--- src/rtl/bus_result_monitor.sv ---
// Passive CPU-bus monitor: turns a regression run into a registered verdict
// (PASS, FAIL, TIMEOUT or TRAP) from mailbox writes, self-loops and a cycle budget.
module bus_result_monitor #(
  parameter logic [15:0] MAILBOX_ADDR   = 16'h0040,
  parameter logic [7:0]  PASS_VALUE     = 8'h42,
  parameter int unsigned TIMEOUT_CYCLES = 1024,
  parameter int unsigned TRAP_REPEAT    = 4,
  parameter int unsigned CNT_WIDTH      = 16
) (
  input  logic                 ph1,
  input  logic                 resetb,
  input  logic [15:0]          address,
  input  logic [7:0]           data_out,
  input  logic                 memwrite,
  input  logic                 sync,
  output logic                 done,
  output logic                 pass,
  output logic                 fail,
  output logic                 timeout,
  output logic                 trap,
  output logic [7:0]           result,
  output logic [CNT_WIDTH-1:0] cycles,
  output logic [7:0]           writes
);

  localparam int unsigned REP_W = (TRAP_REPEAT > 2) ? $clog2(TRAP_REPEAT) : 1;

  typedef enum logic [2:0] {
    S_RUN     = 3'd0,
    S_PASS    = 3'd1,
    S_FAIL    = 3'd2,
    S_TIMEOUT = 3'd3,
    S_TRAP    = 3'd4
  } state_t;

  state_t            state;
  logic [REP_W-1:0]  rep;
  logic [15:0]       last_fetch;

  logic mailbox_hit_c;
  logic same_fetch_c;
  logic trap_hit_c;
  logic timeout_hit_c;

  // Event decode; only consumed by the registered update below.
  always_comb begin
    mailbox_hit_c = memwrite && (address == MAILBOX_ADDR);
    same_fetch_c  = sync && (address == last_fetch);
    trap_hit_c    = same_fetch_c && (rep == REP_W'(TRAP_REPEAT - 2));
    timeout_hit_c = (cycles == CNT_WIDTH'(TIMEOUT_CYCLES - 1));
  end

  // Verdict FSM; every output is a register and freezes once a verdict is taken.
  always_ff @(posedge ph1 or negedge resetb) begin
    if (!resetb) begin
      state      <= S_RUN;
      done       <= 1'b0;
      pass       <= 1'b0;
      fail       <= 1'b0;
      timeout    <= 1'b0;
      trap       <= 1'b0;
      result     <= 8'h00;
      cycles     <= '0;
      writes     <= 8'h00;
      rep        <= '0;
      last_fetch <= 16'h0000;
    end else if (state == S_RUN) begin
      cycles <= cycles + CNT_WIDTH'(1);
      if (memwrite && (writes != 8'hFF))
        writes <= writes + 8'd1;

      if (sync) begin
        last_fetch <= address;
        if (!same_fetch_c)
          rep <= '0;
        else if (rep != REP_W'(TRAP_REPEAT - 1))
          rep <= rep + REP_W'(1);
      end

      // Mailbox write outranks a trap or timeout landing on the same edge.
      if (mailbox_hit_c) begin
        result <= data_out;
        done   <= 1'b1;
        if (data_out == PASS_VALUE) begin
          pass  <= 1'b1;
          state <= S_PASS;
        end else begin
          fail  <= 1'b1;
          state <= S_FAIL;
        end
      end else if (trap_hit_c) begin
        trap  <= 1'b1;
        fail  <= 1'b1;
        done  <= 1'b1;
        state <= S_TRAP;
      end else if (timeout_hit_c) begin
        timeout <= 1'b1;
        done    <= 1'b1;
        cycles  <= CNT_WIDTH'(TIMEOUT_CYCLES);
        state   <= S_TIMEOUT;
      end
    end
  end

endmodule
--- config.mk ---
export PLATFORM = sky130hd
export DESIGN_NAME = bus_result_monitor
export DESIGN_NICKNAME = d
export VERILOG_FILES = /design/src/rtl/bus_result_monitor.sv
export SDC_FILE = /design/constraint.sdc
export NUM_CORES = 1
export LEC_CHECK = 0
export CAP_MARGIN = 10
export CORE_MARGIN = 4
export CORE_UTILIZATION = 44
export DETAILED_ROUTE_END_ITERATION = 8
export GPL_TIMING_DRIVEN = 0
export MAX_ROUTING_LAYER = met4
export PLACE_DENSITY = 0.78
export SLEW_MARGIN = 40
export SYNTH_ARGS = -nofsm -noshare
export SYNTH_HDL_FRONTEND = slang
export SYNTH_SLANG_ARGS = --single-unit
--- constraint.sdc ---
create_clock -name ph1 -period 1.84 [get_ports ph1]
set_clock_uncertainty 0.2 [all_clocks]
set_input_delay 0.184 -clock ph1 [delete_from_list [all_inputs] [get_ports ph1]]
set_output_delay 0.184 -clock ph1 [all_outputs]
set_load 0.02 [all_outputs]
==> results of run 1 <==
layer usage:
layer / share of wire / track usage
met1: 0.44 / 0.243
met2: 0.50 / 0.288
met3: 0.042 / 0.0456
met4: 0.018 / 0.0779
met5: 0 / -
worst max-delay path: stages (launching register included):
cell and delay, ns:
dfrtp_1 0.41, xnor2_2 0.16, nand4_1 0.16, nor4_4 0.40
a311oi_4 0.14, buf_12 0.17, a211o_1 0.26
state kept, by name, summed over array words and instances (netlist names), 2 cells and up:
register and flops:
cycles 16, result 8, rep 2, state 3, last_fetch 16, writes 8
power by group:
group | switching, W | total (W) | internal, W
clock | 0.000474 | 0.00107 | 0.000601
sequential | 0.000291 | 0.00179 | 0.00150
combinational | 0.000614 | 0.00131 | 0.000696
total | 0.00138 | 0.00417 | 0.00280
cell usage in the layout, fill, tap and decap left out, drive strengths merged, types with 4 or more instances in the layout:
cell type	count
clkbuf	15
nor2	13
inv	6
nand3	11
mux2	24
nor4	5
buf	39
nor3	7
dlymetal6s2s	23
clkdlybuf4s50	40
dfrtp	58
ha	4
nand4	9
xor2	8
nand2	15
a21oi	4
xnor2	30
area by class of cell:
| class | count | area [um2] | area share |
|---|---|---|---|
| Multi-Input combinational cell | 156 | 1490 | 0.342 |
| Clock buffer | 15 | 176 | 0.0406 |
| Tap cell | 75 | 93.8 | 0.0216 |
| Buffer | 3 | 42.5 | 0.00978 |
| Clock inverter | 1 | 7.51 | 0.00173 |
| Sequential cell | 58 | 1460 | 0.336 |
| Timing Repair Buffer | 101 | 1060 | 0.244 |
| Inverter | 6 | 22.5 | 0.00518 |
worst paths after layout:
| check | end | from | cells past startpoint |
|---|---|---|---|
| hold / removal | last_fetch[1] | address[1] | 2 |
| max in group asynchronous | cycles[0] | resetb | 3 |
| setup reg to reg | state[1] | last_fetch[6] | 6 |
| hold reg to reg | timeout | timeout | 1 |
| min in group asynchronous | last_fetch[12] | resetb | 2 |
| setup / recovery | state[1] | last_fetch[6] | 6 |
metrics by stage:
stage               utilization  power, W  setup WS (ns)  cell area, um2  hold WS, ns
floorplan                     -   0.00237         -0.173            2780       -0.312
global placement          0.594   0.00287          -1.66            3520        0.242
detailed placement        0.597   0.00291         -0.557            3540      -0.0651
CTS                       0.681   0.00413         -0.161            4030        0.108
global route              0.735   0.00442         -0.302            4350      0.00713
finish                    0.735   0.00417         -0.193            4350     -0.00261
synth_stat cells, types with 2 or more instances:
cell type	n	share of area
o21bai_1	2	0.0056
xnor2_1	30	0.098
nor3_2	3	0.011
nor3_1	4	0.0074
dfrtp_1	58	0.54
nand3_1	10	0.019
a21oi_1	4	0.0074
nor4b_1	2	0.0065
a211o_1	2	0.0065
ha_1	4	0.019
buf_2	3	0.0056
nor4_1	4	0.0093
nor2_1	13	0.018
inv_1	6	0.0084
or3_1	2	0.0046
nand4_1	9	0.021
nand2_1	15	0.021
xor2_1	8	0.026
mux2_2	23	0.096
kinds of logic (layout without fill, tap and decap cells):
| group | Yosys count | in the layout | synth area share |
|---|---|---|---|
| AO/OA/AOI/OAI | 15 | 15 | 0.0451 |
| XOR/XNOR | 38 | 38 | 0.124 |
| adder cells (fa/ha/maj) | 4 | 4 | 0.0186 |
| buffers and inverters | 10 | 126 | 0.0153 |
| flip-flops | 58 | 58 | 0.539 |
| multiplexers | 25 | 25 | 0.104 |
| AND/OR/NAND/NOR | 74 | 74 | 0.154 |
repair_timing:
action                                 in CTS  in global routing
pin swaps                                  26                 21
setup buffers                              23                 14
gates resized for setup                    31                 62
hold buffers                                1                  1
endpoints found under the hold margin      58                  1
setup endpoints to repair                  52                 65
==> reports/metrics.yaml, run 1 <==
floorplan:
  initial_core_util: 0.455
  rows: 28
  dieArea_um2: 7430
  core_um2: 5920
  die_w_um: 86.2
  die_y_um: 86.2
  pin_count: 65
cts:
  clockBufferDepth: 2
  clk_latency_ns: 0.34
  htree_levels: 3
  numCtsBuffers: 9
  cts_root_buf: "clkbuf_8"
  clk_pin_slew_worst_paths_ns: 0.06
  clock-sinks: 58
  cts_tree: "done"
logic_synthesis:
  synth_edf_count: 0
  syn-instance-count: 224
  synth-async-reset-ratio: 1.00
  netlist_area_um2: 2690
  synth_ff_type: "dfrtp_1"
  yosysSeqAreaShare: 0.539
  postSynthAreaPerCell_um2: 12.0
  synth_cell_type_count: 41
  syn_nets: 256
  yosys_warnings: 0
  synth_seq_cells: 58
global_route:
  antenna_found_initial: 0
  grt_usage: 0.189
  grt_pass1_wl_mm: 10.5
  overflow: 0
  grt_pass1_vias: 2183
  grt_max_degree: 31
routing:
  wl_per_cell_um: 16.1
  drtIter0Drc: 59
  vias_per_cell: 5.19
  drt-pass1-iter-count: 4
  antenna_left: 0
  wl_mm: 6.68
  num_vias: 2152
  drc: 0
power:
  p_per_area_nw_per_um2: 960
  ir_worst_vdd_mv: 0.785
  p_leak_nw: 2.12
critical_path:
  worst-path-max-fanout: 8
  startpoint_type: "flip-flop"
  worstSetupEndpointType: "flip-flop"
  worst_ep_arrival_time_ns: 2.05
  crit_required_ns: 1.86
  ff2ff_setup_slack_ns: -0.19
  crit_type: "flip-flop to flip-flop"
flow_run:
  drv_cap: 0
final_layout:
  antenna_cells: 0
  nFillCells: 374
  area_growth_pct: 61.5
  instances_no_fill: 415
  drive_gt1_frac: 0.371
  num-nets-final: 367
place:
  io_buffer_count: 64
  gp_congestion: 0.768
  dp.cells: 364
  dp_hpwl_mm: 4.19
timing:
  layout_min_cycle_time_ns: 2.03
  rsz0062_at_grt: "yes"
  finalSetupTns_ns: -2.74
  setup_ws_ns: -0.193
  fmax_mhz: 492
  fin_hold_ws_ns: -0.00261
  timing.final.max_slew_violations: 0
  tightest_slew_ns: 0.387
  finalHoldViolations: 1
  setup_viol: 29
  min_period_over_period: 1.10
  relSlewSlack: 0.742
outcome:
  status: "finished, violations left"
  violations: "hold timing, setup timing"
min_path:
  min_path_type: "input port to flip-flop"
Note: power is estimated with default switching activity, not from simulation.
==> run 2: changes to the inputs <==
==> constraint.sdc (replaced) <==
create_clock -name ph1 -period 1.64 [get_ports ph1]
set_clock_uncertainty 0.2 [all_clocks]
set_input_delay 0.164 -clock ph1 [delete_from_list [all_inputs] [get_ports ph1]]
set_output_delay 0.164 -clock ph1 [all_outputs]
set_load 0.02 [all_outputs]
==> run 2 against run 1 <==
Against the previous run: the flow still finishes with violations (hold timing, setup timing); setup slack worse by 0.21 ns; largest power group unchanged; clock power increased by 9%; first-iteration DRC count increased by 25%; maximum frequency fell by 0.51%; die area did not move.
==> reports/metrics.yaml, run 2 (same netlist as run 1, synthesis figures left out) <==
cts:
  htree_levels: 3  # unchanged
  clockBufferDepth: 2  # unchanged
  cts_tree: "done"
  clk_latency_ns: 0.33  # about the same
  clk_pin_slew_worst_paths_ns: 0.07  # about the same
  numCtsBuffers: 9  # unchanged
  clock-sinks: 58  # unchanged
  cts_root_buf: "clkbuf_8"
final_layout:
  final_util: 0.704  # -0.0304
  register_area_um2: 1470  # +0.34%
  antenna_cells: 0  # unchanged
  area_growth_pct: 54.8
  drive_gt1_frac: 0.361  # -0.00998
  final_common_cell: "dfrtp_1"
  largestRegisters: "cycles (16), last_fetch (16)"
  nFillCells: 442  # +18%
  layout_common_cells: "47 x dfrtp_1, 43 x dlygate4sd2_1, 28 x xnor2_1, 24 x mux2_4"
  multi_input_comb_area_um2: 1510  # +1.4%
  num-nets-final: 357  # -2.7%
timing:
  min_period_over_period: 1.25  # +0.141
  fin_hold_ws_ns: -0.0106  # -0.00796 ns
  setup_viol: 57  # +97%
  setup_ws_ns: -0.403  # -0.210 ns
  fmax_mhz: 489  # -0.51%
  layout_min_cycle_time_ns: 2.04  # +0.0103 ns
  timing.final.max_slew_violations: 0  # unchanged
  rsz0062_at_grt: "yes"
  finalHoldViolations: 2  # +1
  relSlewSlack: 0.647  # -0.0951
  tightest_slew_ns: 0.527  # +0.140 ns
floorplan:
  core_um2: 5920  # unchanged
  dieArea_um2: 7430  # unchanged
  initial_core_util: 0.455  # unchanged
  pin_count: 65  # unchanged
  die_y_um: 86.2  # unchanged
  rows: 28  # unchanged
  die_w_um: 86.2  # unchanged
routing:
  vias_per_cell: 5.22  # +0.71%
  drt-pass1-iter-count: 4  # unchanged
  wl_mm: 6.72  # +0.63%
  antenna_left: 0  # unchanged
  num_vias: 2115  # -1.7%
  drc: 0  # unchanged
  drtIter0Drc: 74  # +25%
  wl_per_cell_um: 16.6  # +3.1%
min_path:
  min_path_type: "input port to flip-flop"
  hold_start: "address[12]"
critical_path:
  path_delay_family: "simple AND/OR/NAND/NOR gates"
  critical_path_buf_inv_count: 1  # unchanged
  crit_type: "flip-flop to flip-flop"
  worstSetupEndpointType: "flip-flop"
  rr_startpoint: "cycles[15]"
  worst_ep_arrival_time_ns: 2.11  # +0.06 ns
  startpoint_type: "flip-flop"
  setup.worst_path.start: "cycles[15]"
  path_cells: "nor4_2 > nand2_1 > or4_4 > a311oi_4 > buf_6 > a211o_1"
  worst-path-max-fanout: 8  # unchanged
  crit_required_ns: 1.71  # -0.15 ns
  crit_slowest_cell: "or4_4"
  cp_slowest_stage_delay_ns: 0.45  # +0.04 ns
global_route:
  use_met1: 0.225  # -0.0183
  grt_pass1_wl_mm: 10.8  # +3.2%
  grt_max_degree: 38  # +23%
  antenna_found_initial: 0  # unchanged
  overflow: 0  # unchanged
  grt_usage: 0.195  # +0.00586
  use_met3: 0.0333  # -0.0124
  grt_pass1_vias: 2272  # +4.1%
  grt.busiest_layer: "met2"
  use_met2: 0.329  # +0.0406
power:
  p_leak_nw: 1.98  # -6.5%
  p_total_w: 0.00461  # +11%
  p_per_area_nw_per_um2: 1110  # +15%
  ir_worst_vdd_mv: 0.747  # -4.8%
place:
  io_buffer_count: 64  # unchanged
  dp_hpwl_mm: 4.38  # +4.6%
  gp_congestion: 0.766  # -0.34%
  pre_cts_slack_ns: -0.859  # -0.302 ns
flow_run:
  drv_cap: 0  # unchanged
outcome:
  violations: "hold timing, setup timing"
  status: "finished, violations left"
run 2: repair_timing:
action,CTS,global route
endpoints found under the setup margin,94,57
gates resized for setup,61,26
endpoints found under the hold margin,58,0
hold buffers,1,0
pin swaps,21,22
gates cloned,0,1
setup buffers,14,12
run 2: path summary, 6_finish.rpt:
path                                       end  slack [ns]  cells past startpoint
max in group asynchronous            writes[1]        0.67                      3
worst max register to register        state[0]       -0.40                      6
worst max-delay path                  state[0]       -0.40                      6
worst min-delay path            last_fetch[12]       -0.01                      2
min in group asynchronous           cycles[11]        0.05                      2
worst min register to register         timeout        0.27                      1
run 2: metal layers:
metal / vias up / part of all wire
met5: - / 0
met4: 0 / 0.016
met3: 14 / 0.044
met2: 61 / 0.53
met1: 1047 / 0.41
li1: 993 / -
run 2: stage by stage:
step	instance area (um2)	hold slack (ns)	std cells	TNS (ns)
floorplan	2900	-0.332	224	-8.90
global placement	3630	0.242	363	-118.82
detailed placement	3650	-0.118	364	-24.34
CTS	3990	0.0581	395	-12.49
global route	4170	0.00248	405	-16.95
finish	4170	-0.0106	405	-13.68
run 2: worst register-to-register path, stage by stage, from the launching register on:
cell and delay (ns):
dfrtp_2 0.43, nor4_2 0.26, nand2_1 0.12, or4_4 0.45, a311oi_4 0.22, buf_6 0.18, a211o_1 0.11
run 2: report_power, final:
| group | switching, W | internal (W) | leakage, nW |
|---|---|---|---|
| clock network | 0.000548 | 0.000624 | 0.0932 |
| registers | 0.000323 | 0.00169 | 0.725 |
| logic | 0.000710 | 0.000717 | 1.16 |
| total | 0.00158 | 0.00303 | 1.98 |
run 2: cell type report:
type / count / share of cell area
multi-input combinational: 156 / 0.362
buffer: 3 / 0.0111
clock inverter: 3 / 0.00360
timing repair buffer: 91 / 0.206
tap: 75 / 0.0225
inverter: 6 / 0.00540
clock buffer: 13 / 0.0381
sequential: 58 / 0.351
==> run 3: changes to the inputs <==
--- a/config.mk
+++ b/config.mk
@@ -6,12 +6,13 @@
 export NUM_CORES = 1
 export LEC_CHECK = 0
 export CAP_MARGIN = 10
+export CORE_ASPECT_RATIO = 1.4
 export CORE_MARGIN = 4
-export CORE_UTILIZATION = 44
+export CORE_UTILIZATION = 49
 export DETAILED_ROUTE_END_ITERATION = 8
 export GPL_TIMING_DRIVEN = 0
 export MAX_ROUTING_LAYER = met4
-export PLACE_DENSITY = 0.78
+export PLACE_DENSITY = 0.82
 export SLEW_MARGIN = 40
 export SYNTH_ARGS = -nofsm -noshare
 export SYNTH_HDL_FRONTEND = slang
==> constraint.sdc (replaced) <==
create_clock -name ph1 -period 2.2 [get_ports ph1]
set_clock_uncertainty 0.2 [all_clocks]
set_input_delay 0.22 -clock ph1 [delete_from_list [all_inputs] [get_ports ph1]]
set_output_delay 0.22 -clock ph1 [all_outputs]
set_load 0.02 [all_outputs]
==> run 3 against run 2 <==
Against the previous run: the run now ends clean; first-iteration DRC count is 27% higher; largest cell class is now flip-flops and latches; final cell count is 5.9% lower; critical endpoint is now timeout; global-route usage shrank 0.67 points; die area fell by 9.0%; via count is 5.2% lower; sequential share of layout area up 3.4 points; power shrank 27%; routed wire length fell by 16%.
==> reports/metrics.yaml, run 3 (same netlist as run 1, synthesis figures left out) <==
global_route:
  overflow: 0  # unchanged
  grt_pass1_vias: 2079  # -8.5%
  grt_usage: 0.188  # -0.00671
  antenna_found_initial: 0  # unchanged
  grt_pass1_wl_mm: 9.47  # -13%
  grt_max_degree: 41  # +7.9%
routing:
  drtIter0Drc: 94  # +27%
  antenna_left: 0  # unchanged
  drt-pass1-iter-count: 4  # unchanged
  num_vias: 2005  # -5.2%
  vias_per_cell: 5.26  # +0.77%
  drc: 0  # unchanged
  wl_per_cell_um: 14.9  # -10%
  wl_mm: 5.67  # -16%
timing:
  timing.final.max_slew_violations: 0  # unchanged
  finalHoldViolations: 0  # -2
  fin_hold_ws_ns: 0.106  # +0.117 ns
  tightest_slew_ns: 0.525  # -0.00217 ns
  rsz0062_at_grt: "yes"
  layout_min_cycle_time_ns: 2.16  # +0.120 ns
  setup_viol: 0  # -100%
  fmax_mhz: 462  # -5.6%
  setup_ws_ns: 0.0368  # +0.440 ns
  min_period_over_period: 0.983  # -0.262
  relSlewSlack: 0.647  # about the same
power:
  p_leak_nw: 1.62  # -18%
  p_per_area_nw_per_um2: 898  # -19%
  ir_worst_vdd_mv: 0.660  # -12%
  p_total_w: 0.00338  # -27%
final_layout:
  num-nets-final: 342  # -4.2%
  drive_gt1_frac: 0.213  # -0.148
  instances_no_fill: 381  # -5.9%
  final_common_cell: "clkdlybuf4s50_1"
  largestRegisters: "cycles (16), last_fetch (16)"
  area_growth_pct: 39.9
  layout_common_cells: "63 x clkdlybuf4s50_1, 56 x dfrtp_1, 30 x xnor2_1, 23 x mux2_2, 15 x nand2_1"
  final_util: 0.719  # +0.0153
  antenna_cells: 0  # unchanged
floorplan:
  initial_core_util: 0.514  # +0.0594
  dieArea_um2: 6760  # -9.0%
  pin_count: 65  # unchanged
  rows: 31  # +11%
  die_y_um: 95.7  # +11%
  die_w_um: 70.7  # -18%
  core_um2: 5240  # -12%
min_path:
  min_path_type: "input port to async pin"
critical_path:
  setup.worst_path.start: "cycles[10]"
  worstSetupEndpointType: "flip-flop"
  crit_required_ns: 2.27  # +0.56 ns
  worst-path-max-fanout: 4  # -4
  critical_path_buf_inv_count: 1  # unchanged
  path_delay_family: "simple AND/OR/NAND/NOR gates"
  crit_type: "flip-flop to flip-flop"
  worst_ep_arrival_time_ns: 2.24  # +0.13 ns
  rr_startpoint: "cycles[10]"
  cp_slowest_stage_delay_ns: 0.54  # +0.09 ns
  startpoint_type: "flip-flop"
  path_cells: "nor4_2 > nand2_1 > or4_4 > a311oi_4 > buf_4 > or2_1"
  crit_slowest_cell: "or4_4"
place:
  io_buffer_count: 64  # unchanged
  pre_cts_slack_ns: -0.432  # +0.428 ns
  gp_congestion: 0.818  # +6.8%
  dp_hpwl_mm: 4.08  # -6.9%
  dp.cells: 355  # -2.5%
outcome:
  status: "finished clean"
cts:
  clock-sinks: 58  # unchanged
  clk_latency_ns: 0.33  # about the same
  cts_root_buf: "clkbuf_8"
  clk_pin_slew_worst_paths_ns: 0.06  # about the same
  clockBufferDepth: 2  # unchanged
  htree_levels: 3  # unchanged
  numCtsBuffers: 9  # unchanged
  cts_tree: "done"
flow_run:
  drv_cap: 0  # unchanged
==> run 3: worst reg2reg max path, cell delays in order (launching register included) <==
cell,delay [ns]
dfrtp_1,0.42
nor4_2,0.29
nand2_1,0.13
or4_4,0.54
a311oi_4,0.26
buf_4,0.18
or2_1,0.10
==> run 3: where the power goes <==
group          switching [W]  internal (W)
logic               0.000444      0.000497
clock network       0.000396      0.000585
registers           0.000214       0.00125
==> run 3: per-layer routing <==
layer,GRT usage,wire [um],part of all wire,vias to the layer above
met5,-,0,0,-
met2,0.339,3080,0.54,45
met3,0.0564,259,0.046,12
met4,0.0768,102,0.018,0
met1,0.190,2220,0.39,993
li1,-,-,-,955
==> run 3: final timing paths <==
| path | endpoint | slack (ns) | depth (start not counted) |
|---|---|---|---|
| max | timeout | 0.04 | 6 |
| min | result[6] | 0.11 | 2 |
| max reg2reg | timeout | 0.04 | 6 |
| min reg2reg | pass | 0.27 | 1 |
| max in group asynchronous | cycles[0] | 1.20 | 3 |
| min in group ph1 | pass | 0.27 | 1 |
==> run 3: repair_timing <==
| action | in CTS | in global routing |
|---|---|---|
| setup buffers | 2 | 8 |
| hold endpoints to repair | 58 | 0 |
| hold buffers | 1 | 0 |
| gates resized for setup | 3 | 8 |
| pin swaps | 1 | 5 |
| setup endpoints to repair | 25 | 29 |
==> run 3: through the flow <==
| step | TNS, ns | cell area, um2 |
|---|---|---|
| after floorplan | 0 | 2690 |
| after global routing | -0.145 | 3770 |
| after CTS | 0 | 3670 |
| after global placement | -68.99 | 3420 |
| final | 0 | 3770 |
| after detailed placement | -5.96 | 3430 |
==> run 3: area by class of cell <==
cell class / instances / area [um2]
Buffer: 3 / 17.5
Tap cell: 66 / 82.6
Inverter: 6 / 22.5
Fill cell: 379 / 1470
Clock inverter: 2 / 35.0
Multi-Input combinational cell: 156 / 1250
Sequential cell: 58 / 1450
Timing Repair Buffer: 76 / 747
Clock buffer: 14 / 163
